===== src/rtl/regfile_pkg.sv =====
// Shared register-file definitions.
// Holds the register-file geometry, which is 32 entries of 64 bits.
// Index 31 is hard-wired to read as zero.
// Also holds the state type of the read-port arbiter.
package regfile_pkg;

    localparam int REG_COUNT  = 32;
    localparam int ADDR_WIDTH = 5;
    localparam int DATA_WIDTH = 64;
    localparam int ZERO_REG   = 31;

    // IDLE: the response register is empty.
    // RESP: a response is waiting for the consumer.
    typedef enum logic {
        IDLE,
        RESP
    } rd_arb_state_t;

endpackage


===== src/rtl/rr_priority_pick.sv =====
// Round-robin priority picker.
// This block is purely combinational.
// It scans the request vector starting at ptr and moving upward, wrapping around.
// The first set bit it finds is the winner.
// Ports:
//   req        in   NUM_REQ  request bits
//   ptr        in   IDX_W    index that has the highest priority this cycle
//   grant      out  NUM_REQ  one-hot winner (all zero when there is no request)
//   grant_idx  out  IDX_W    binary index of the winner
//   grant_any  out  1        at least one request is present
module rr_priority_pick #(
    parameter int NUM_REQ = 4,
    parameter int IDX_W   = $clog2(NUM_REQ)
) (
    input  logic [NUM_REQ-1:0] req,
    input  logic [IDX_W-1:0]   ptr,
    output logic [NUM_REQ-1:0] grant,
    output logic [IDX_W-1:0]   grant_idx,
    output logic               grant_any
);

    // The outer loop walks priority offsets from ptr.
    // The inner loop matches each offset to a requester index.
    // Because of this, every bit-select uses a constant index.
    always_comb begin
        grant     = '0;
        grant_idx = '0;
        grant_any = 1'b0;
        for (int k = 0; k < NUM_REQ; k++) begin
            for (int i = 0; i < NUM_REQ; i++) begin
                if (!grant_any && req[i] && (((int'(ptr) + k) % NUM_REQ) == i)) begin
                    grant_any = 1'b1;
                    grant[i]  = 1'b1;
                    grant_idx = IDX_W'(i);
                end
            end
        end
    end

endmodule


===== src/rtl/regfile_read_arbiter.sv =====
// Register-file read-port arbiter.
// NUM_REQ requesters share the single read port of the register file.
// Arbitration is round-robin, with at most one grant per cycle.
// The read value is captured in a one-entry response register.
// It is held there until the consumer accepts it.
// Ports:
//   clk           in   1                   clock, rising edge
//   reset         in   1                   synchronous, active-high
//   req_valid     in   NUM_REQ             request pending per requester
//   req_addr      in   NUM_REQ*ADDR_WIDTH  register index, requester i at [i*ADDR_WIDTH +: ADDR_WIDTH]
//   req_ready     out  NUM_REQ             one-hot grant
//   rf_read_sel   out  ADDR_WIDTH          select to the register-file read mux
//   rf_read_data  in   DATA_WIDTH          combinational read-mux output
//   rsp_valid     out  1                   response register holds data
//   rsp_id        out  $clog2(NUM_REQ)     requester that owns the response
//   rsp_data      out  DATA_WIDTH          read value
//   rsp_ready     in   1                   consumer accepts the response
module regfile_read_arbiter #(
    parameter int NUM_REQ    = 4,
    parameter int DATA_WIDTH = 64,
    parameter int ADDR_WIDTH = 5,
    parameter int ZERO_REG   = 31,
    localparam int ID_W      = $clog2(NUM_REQ)
) (
    input  logic                          clk,
    input  logic                          reset,
    input  logic [NUM_REQ-1:0]            req_valid,
    input  logic [NUM_REQ*ADDR_WIDTH-1:0] req_addr,
    output logic [NUM_REQ-1:0]            req_ready,
    output logic [ADDR_WIDTH-1:0]         rf_read_sel,
    input  logic [DATA_WIDTH-1:0]         rf_read_data,
    output logic                          rsp_valid,
    output logic [ID_W-1:0]               rsp_id,
    output logic [DATA_WIDTH-1:0]         rsp_data,
    input  logic                          rsp_ready
);

    import regfile_pkg::*;

    rd_arb_state_t         state;
    rd_arb_state_t         state_next;
    logic [ID_W-1:0]       rr_ptr;
    logic [NUM_REQ-1:0]    pick_grant;
    logic [ID_W-1:0]       pick_idx;
    logic                  pick_any;
    logic                  can_issue;
    logic                  grant_fire;
    logic [ADDR_WIDTH-1:0] win_addr;

    rr_priority_pick #(
        .NUM_REQ (NUM_REQ),
        .IDX_W   (ID_W)
    ) u_pick (
        .req       (req_valid),
        .ptr       (rr_ptr),
        .grant     (pick_grant),
        .grant_idx (pick_idx),
        .grant_any (pick_any)
    );

    // Route the winner's address to the read port.
    // The one-hot grant is used as the mux select.
    always_comb begin
        win_addr = '0;
        for (int i = 0; i < NUM_REQ; i++) begin
            if (pick_grant[i]) begin
                win_addr = req_addr[i*ADDR_WIDTH +: ADDR_WIDTH];
            end
        end
    end

    // A new read is issued only if the response register will be free at the next edge.
    // Reset masks grants combinationally.
    // This means no partial grant can leak out while reset is high.
    assign can_issue   = (state == IDLE) || (state == RESP && rsp_ready);
    assign grant_fire  = !reset && can_issue && pick_any;
    assign req_ready   = grant_fire ? pick_grant : '0;
    assign rf_read_sel = grant_fire ? win_addr : '0;
    assign rsp_valid   = (state == RESP);

    // State register.
    always_ff @(posedge clk) begin
        if (reset) begin
            state <= IDLE;
        end else begin
            state <= state_next;
        end
    end

    // Next-state logic.
    // A grant always leaves the FSM in RESP, even when it replaces an accepted response.
    // Acceptance without a new grant empties the response register.
    always_comb begin
        state_next = state;
        if (grant_fire) begin
            state_next = RESP;
        end else if (state == RESP && rsp_ready) begin
            state_next = IDLE;
        end
    end

    // Response register and round-robin pointer.
    // Both update only on grant edges.
    // Under backpressure they hold their values.
    always_ff @(posedge clk) begin
        if (reset) begin
            rr_ptr   <= '0;
            rsp_id   <= '0;
            rsp_data <= '0;
        end else if (grant_fire) begin
            rsp_data <= (win_addr == ADDR_WIDTH'(ZERO_REG)) ? '0 : rf_read_data;
            rsp_id   <= pick_idx;
            rr_ptr   <= (pick_idx == ID_W'(NUM_REQ - 1)) ? '0 : pick_idx + 1'b1;
        end
    end

endmodule


===== config.mk =====
export PLATFORM = sky130hd
export DESIGN_NAME = regfile_read_arbiter
export DESIGN_NICKNAME = d
export VERILOG_FILES = /design/src/rtl/regfile_pkg.sv /design/src/rtl/rr_priority_pick.sv /design/src/rtl/regfile_read_arbiter.sv
export SDC_FILE = /design/constraint.sdc
export NUM_CORES = 1
export LEC_CHECK = 0
export ABC_AREA = 1
export CAP_MARGIN = 20
export CORE_MARGIN = 5
export CORE_UTILIZATION = 45
export CTS_CLUSTER_DIAMETER = 150
export DETAILED_ROUTE_END_ITERATION = 16
export PLACE_DENSITY = 0.86
export SLEW_MARGIN = 30
export SYNTH_ARGS = -nofsm -noshare
export SYNTH_HDL_FRONTEND = slang
export SYNTH_HIERARCHICAL = 1
export SYNTH_SLANG_ARGS = --single-unit

===== constraint.sdc =====
create_clock -name clk -period 10.53 [get_ports clk]
set_input_delay 3.159 -clock clk [delete_from_list [all_inputs] [get_ports clk]]
set_output_delay 3.159 -clock clk [all_outputs]
set_load 0.02 [all_outputs]

==> impl_results.md, run 1 <==
- Critical Path RT: 7370 ps
- Worst path depth: 16
- Gr usage total: 20.98%
- Core Rows: 32
- Avg Inst Size Synth: 6.418 sq um
- CORE AREA: 7767 sq um
- Area of the multi-input gates: 1733 sq um
- Setup TNS Final: 0 ps
- Crit-path max cell delay: 650 ps
- Post-synthesis sequential area ratio: 38.16%
- Vias: 3957
- Placed Area: 5240 sq um
- Max transition margin: 49.93%
- Die ar.: 9937 sq um
- Area Overhead vs Synth: 50.02%
- Clock root cell: clkbuf_8
- Most frequent cells after synthesis: 168 x nand2_1, 88 x nor2_1, 82 x inv_1, 69 x dfxtp_1, 67 x a21oi_1
- Worst path arrival time: 6160 ps
- GP Congestion: 0.9491
- Clock Latency Late Sink: 330 ps
- Maximum fanout along the worst path: 6
- Layout Utilization: 69.91%
- Reg2reg end: rsp_data[32]
- Final std cells w/o fill: 821
- Post-layout min period: 9322 ps
- CTS Buffer Depth: 2
- Clock sinks: 69
- Io pins: 167
- Setup ws final: 1208 ps
- Worst path bufs/invs: 4
- Synth area leader: dfxtp_1
- Flop2flop setup slack: 7130 ps
- Top cell type's share of synthesized area: 38.16%
- Port Buf Inserts: 166
- Final Skew: 11.61 ps
- Vias per cell: 4.820
- Worst Reg-to-Reg Cells: 16
- Count leader, synth: nand2_1
- Async SR Flop Fraction: 0%
- Post_cts resized: 0
- TritonCTS Buffers: 9
- Worst vdd ir: 0.00008451 V
- Synth Instances: 564
- Sink of the worst hold path: rsp_data[7]
- Overflow after GRT: 0
- Vias in the first global route: 3749
- Power after layout: 0.9371 mW
- Cell mode on critical path: nor2_1
- 1st-iter DRT viols: 172
- Hold/Removal Path Class: reg -> reg
- Sequence of cells on the critical path: clkdlybuf4s50_1, inv_1, nor2_1, nor2_2, nand4_4, nor2_4, nand4_4, nor2_2, nand4_1, nand4_1, inv_2, nor2_1, nor2_1, nand2_1, a21oi_1, clkdlybuf4s50_1
- Register Area: 1381 sq um
- Total leakage power: 2.411 nW
- Number of flops mapped to enable cells by yosys: 0
- Pin count of the biggest net entering global routing: 69
- Status: completed
- First-pass GRT wire length: 17060 microns
- Part of the cycle the worst path needs: 88.53%
- Hold path cells: 2
- Htree depth: 3
- Initial Utilization: 46.60%
- Routed Antenna Nets: 0
- Crit Path Class: in -> out
- Final Net Count: 806
- Die Span X: 99.69 microns
- Max Freq: 107.3 MHz
- Top FF cell, synth: dfxtp_1
- Mapped cell area: 3620 sq um
- CTS tree: built
- RSZ-0062 raised after global routing: no
- R2r startpoint: rr_ptr[1]
- Final Cell Area: 5430 sq um
- Dpl hpwl: 7902 microns
- Final Hold Fails: 0
- Critical Path Start Type: input port
- CTS Hold Buffers Added: 0
- Hold WS: 463.0 ps
- Area contributors post-synth: dfxtp_1 38%, nand2_1 17%, a21oi_1 9.3%
- CTS clk-pin slew, worst paths: 70 ps
- Initial antenna violation count: 1
- Setup Fix Bufs, Post-CTS: 0
- Yosys reg bits: 69
- Drt wl/cell: 12.95 microns
- Dpl ws: 1225 ps
- DR pass1 iterations: 5
- Power per Cell Area: 172.6 nW/um^2
- CP Capture Type: output port
- Measured slew at the worst slew-check pin: 751.1 ps
- Max-slew violations: 0
- Synth cell types: 30
- Crit path max-delay cell type: clkdlybuf4s50_1
- Final setup vio count: 0
- CP top delay family: buffers and inverters
- Min-Delay Startpoint: rsp_data[7]
- Fill cells: 679
- Yosys Warn Count: 6
- Final wirelength: 10630 microns
- Die Height: 99.69 microns
- Layout cells sized above 1: 7.521%
- Drt drc: 0
- Cells after DPL: 805
- Max cap viols: 0
- Mapped Nets: 656
[logic make-up after synthesis]
logic type,after synthesis,synth area share (%)
flip-flops,69,38.16
AND/OR/NAND/NOR,298,35.15
AO/OA/AOI/OAI,81,12.17
buffers and inverters,115,14.17
adder cells (fa/ha/maj),1,0.3456
[worst min-delay path, delay by kind of cell (launching register included)]
kind	cells	cell delay (ps)
AOI/OAI and AO/OA	1	50
and+or+nand+nor	1	60
DFF	1	310
[area by class of cell]
cell class / count / area share, %
Multi-Input combinational cell: 380 / 31.91
Inverter: 85 / 5.876
Tap cell: 102 / 2.350
Sequential cell: 69 / 25.44
Antenna cell: 1 / 0.04608
Clock buffer: 9 / 2.281
Timing Repair Buffer: 169 / 30.92
Clock inverter: 6 / 1.175
[placed cells by master (no fill, tap or decap), types with 2 or more instances in the layout]
master and count:
o21ai_0 3, clkdlybuf4s50_1 165, nand2_1 167, a21oi_1 67, nor3_1 4, inv_1 82, nand4_1 5, clkinv_2 2
nand2_4 2, o211ai_1 2, inv_2 3, clkinvlp_4 2, nor2_2 5, buf_4 3, nand4_4 2, nor2_1 88
clkbuf_8 9, nand2_2 10, dfxtp_1 69, nand3_1 8, a21oi_2 8
[how the worst max path moves through the flow]
stage | slack, ps | end | startpoint
4_1_cts | 1240 | rf_read_sel[0] | req_valid[1]
2_1_floorplan | 2530 | rf_read_sel[1] | req_valid[1]
3_3_place_gp | 1380 | rf_read_sel[2] | req_valid[1]
5_1_grt | 930 | rf_read_sel[2] | req_valid[2]
6_report | 1210 | rf_read_sel[0] | req_valid[3]
3_5_place_dp | 1220 | rf_read_sel[0] | req_valid[1]
[power by group]
part	internal (mW)	leakage, nW	switching, mW
clock	0.108	0.0915	0.0993
combinational	0.175	1.75	0.250
sequential	0.288	0.568	0.0180
[registers in the layout, summed over array words and instances (netlist names)]
name       count
rr_ptr         2
rsp_id         2
rsp_valid      1
rsp_data      64
[routing by layer]
metal | part of all wire [%] | vias up | routed length [microns] | global-route usage [%]
met5 | 0 | - | 0 | 0
met4 | 4.3 | 0 | 461 | 11.34
met3 | 7.3 | 38 | 780 | 4.979
met2 | 48 | 172 | 5148 | 35.81
met1 | 40 | 1740 | 4238 | 24.07
li1 | - | 2007 | - | -
No activity file was read; power rests on OpenSTA's default activity.
==> inputs of run 2 (changes only) <==
CORE_UTILIZATION = 40   (was 45)
PLACE_DENSITY = 0.78   (was 0.86)
==> impl_results.md, run 2 (synthesis gave the netlist of run 1 again) <==
- Status: completed (unchanged)
- Sequence of cells on the critical path: clkdlybuf4s50_1, nand3_1, nand3_2, nor2_2, nand4_4, nor2_4, nand4_4, nor3_4, nand4_2, nand2_1, a21oi_1, nand2_1, o21ai_0, nor2_1, clkdlybuf4s50_1 (was clkdlybuf4s50_1, inv_1, nor2_1, nor2_2, nand4_4, nor2_4, nand4_4, nor2_2, nand4_1, nand4_1, inv_2, nor2_1, nor2_1, nand2_1, a21oi_1, clkdlybuf4s50_1)
- Vias: 3919 (was 3957)
- CORE AREA: 8763 sq um (was 7767 sq um)
- Initial Utilization: 41.30% (was 46.60%)
- Drt wl/cell: 12.71 microns (was 12.95 microns)
- Maximum fanout along the worst path: 8 (was 6)
- Final std cells w/o fill: 826 (was 821)
- Worst Reg-to-Reg Cells: 17 (was 16)
- 1st-iter DRT viols: 193 (was 172)
- Max cap viols: 0 (unchanged)
- Final Cell Area: 5492 sq um (was 5430 sq um)
- Reg2reg end: rsp_data[46] (was rsp_data[32])
- Clock Latency Late Sink: 340 ps (was 330 ps)
- CP Capture Type: output port (unchanged)
- Area Overhead vs Synth: 51.71% (was 50.02%)
- Setup Fix Bufs, Post-CTS: 0 (unchanged)
- Most common cell after layout, fill and taps aside: nand2_1 (unchanged)
- Placed Area: 5248 sq um (was 5240 sq um)
- Routed Antenna Nets: 0 (unchanged)
- Port Buf Inserts: 166 (unchanged)
- TritonCTS Buffers: 9 (unchanged)
- Antenna cell count: 0 (was 1)
- Max transition margin: 49.53% (was 49.93%)
- Overflow after GRT: 0 (unchanged)
- Io pins: 167 (unchanged)
- First-pass GRT wire length: 17530 microns (was 17060 microns)
- Final setup vio count: 0 (unchanged)
- Dpl hpwl: 7633 microns (was 7902 microns)
- Setup TNS Final: 0 ps (unchanged)
- Max Freq: 107.2 MHz (was 107.3 MHz)
- Final Skew: 14.52 ps (was 11.61 ps)
- Crit path max-delay cell type: clkdlybuf4s50_1 (unchanged)
- Layout cells sized above 1: 7.521% (unchanged)
- Critical Path Start Type: input port (unchanged)
- Die ar.: 11050 sq um (was 9937 sq um)
- Crit Path Class: in -> out (unchanged)
- Power per Cell Area: 180.7 nW/um^2 (was 172.6 nW/um^2)
- Vias per cell: 4.745 (was 4.820)
- M2 GR Usage: 31.92% (was 35.81%)
- Htree depth: 3 (unchanged)
- Critical Path RT: 7370 ps (about the same)
- Hold path cells: 2 (unchanged)
- Part of the cycle the worst path needs: 88.62% (was 88.53%)
- Max-slew violations: 0 (unchanged)
- Min-Delay Startpoint: rsp_data[2] (was rsp_data[7])
- Worst vdd ir: 0.00007961 V (was 0.00008451 V)
- Most flops, register: rsp_data (unchanged)
- Layout Utilization: 62.66% (was 69.91%)
- R2r startpoint: rr_ptr[1] (unchanged)
- End of the critical path: rf_read_sel[2] (was rf_read_sel[0])
- Gr usage total: 18.91% (was 20.98%)
- Post-layout min period: 9331 ps (was 9322 ps)
- Post_cts resized: 0 (unchanged)
- Total leakage power: 2.439 nW (was 2.411 nW)
- Vias in the first global route: 3704 (was 3749)
- Drt drc: 0 (unchanged)
- Flop2flop setup slack: 6800 ps (was 7130 ps)
- Clock sinks: 69 (unchanged)
- Commonest cells after routing, fill and taps aside: 167 x nand2_1, 165 x clkdlybuf4s50_1, 88 x nor2_1, 82 x inv_1, 69 x dfxtp_1 (unchanged)
- Die Span X: 105.1 microns (was 99.69 microns)
- Final Net Count: 806 (unchanged)
- Pin count of the biggest net entering global routing: 69 (unchanged)
- RSZ-0062 raised after global routing: no (unchanged)
- GR Util met3: 8.200% (was 4.979%)
- Worst path arrival time: 6170 ps (was 6160 ps)
- Max reg flops: 64 (unchanged)
- Final wirelength: 10500 microns (was 10630 microns)
- Crit-path max cell delay: 610 ps (was 650 ps)
- CTS tree: built (unchanged)
- Core Rows: 34 (was 32)
- Grt met1 use: 21.92% (was 24.07%)
- Final Hold Fails: 0 (unchanged)
- CTS Buffer Depth: 2 (unchanged)
- CTS clk-pin slew, worst paths: 70 ps (about the same)
- Largest regs: rsp_data (64), rr_ptr (2), rsp_id (2) (unchanged)
- Beginning of the critical path: req_valid[1] (was req_valid[3])
- CTS Hold Buffers Added: 0 (unchanged)
- Initial antenna violation count: 0 (was 1)
- DR pass1 iterations: 5 (unchanged)
- Fill cells: 791 (was 679)
- Clock root cell: clkbuf_8 (unchanged)
- GP Congestion: 0.9661 (was 0.9491)
- Measured slew at the worst slew-check pin: 757.0 ps (was 751.1 ps)
- Hold/Removal Path Class: reg -> reg (unchanged)
- Cells after DPL: 811 (was 805)
- Die Height: 105.1 microns (was 99.69 microns)
- Gr busiest metal: met2 (unchanged)
## run 2: changes by cell type in the layout (fill, tap and decap cells not counted)
cell,before,now
bufinv_16,1,3
clkbuf_8,9,10
clkinv_2,2,0
clkinvlp_4,2,1
diode_2,1,0
## run 2: stage by stage
stage	hold slack [ps]	total power [mW]	setup WS, ps
floorplan	507.3	0.5897	2529
global placement	450.8	0.7214	1393
detailed placement	455.2	0.7337	1235
CTS	465.5	1.001	1230
global route	483.2	1.061	974.8
finish	464.1	0.9926	1199
## run 2: worst max-delay path, delay by kind of cell
kind / cells / cell delay [ps]
AND/OR/NAND/NOR: 11 / 1660
buffers and inverters: 2 / 1140
AO/OA/AOI/OAI: 2 / 200
## run 2: layer usage
layer | part of all wire (%) | vias up
met4 | 1.1 | 0
met2 | 49 | 167
met3 | 10 | 17
met5 | 0 | -
met1 | 40 | 1730
li1 | - | 2005
## run 2: layout make-up
class | count | area (sq um) | area share, %
Multi-Input combinational cell | 380 | 1733 | 31.56
Timing Repair Buffer | 169 | 1679 | 30.58
Sequential cell | 69 | 1381 | 25.15
Inverter | 85 | 319.1 | 5.810
Clock buffer | 10 | 137.6 | 2.506
Tap cell | 108 | 135.1 | 2.461
Clock inverter | 5 | 106.4 | 1.937
## run 2: how the worst min path moves through the flow
stage              endpoint  slack (ps)
6_report        rsp_data[2]         460
5_1_grt        rsp_data[62]         480
4_1_cts         rsp_data[1]         470
3_5_place_dp   rsp_data[45]         460
3_3_place_gp   rsp_data[12]         450
2_1_floorplan     rr_ptr[0]         510
## run 2: power breakdown
group | switching, mW | leakage [nW] | total (mW) | internal (mW)
Clock | 0.0995 | 0.119 | 0.263 | 0.163
Sequential | 0.0173 | 0.568 | 0.305 | 0.288
Combinational | 0.250 | 1.75 | 0.425 | 0.174
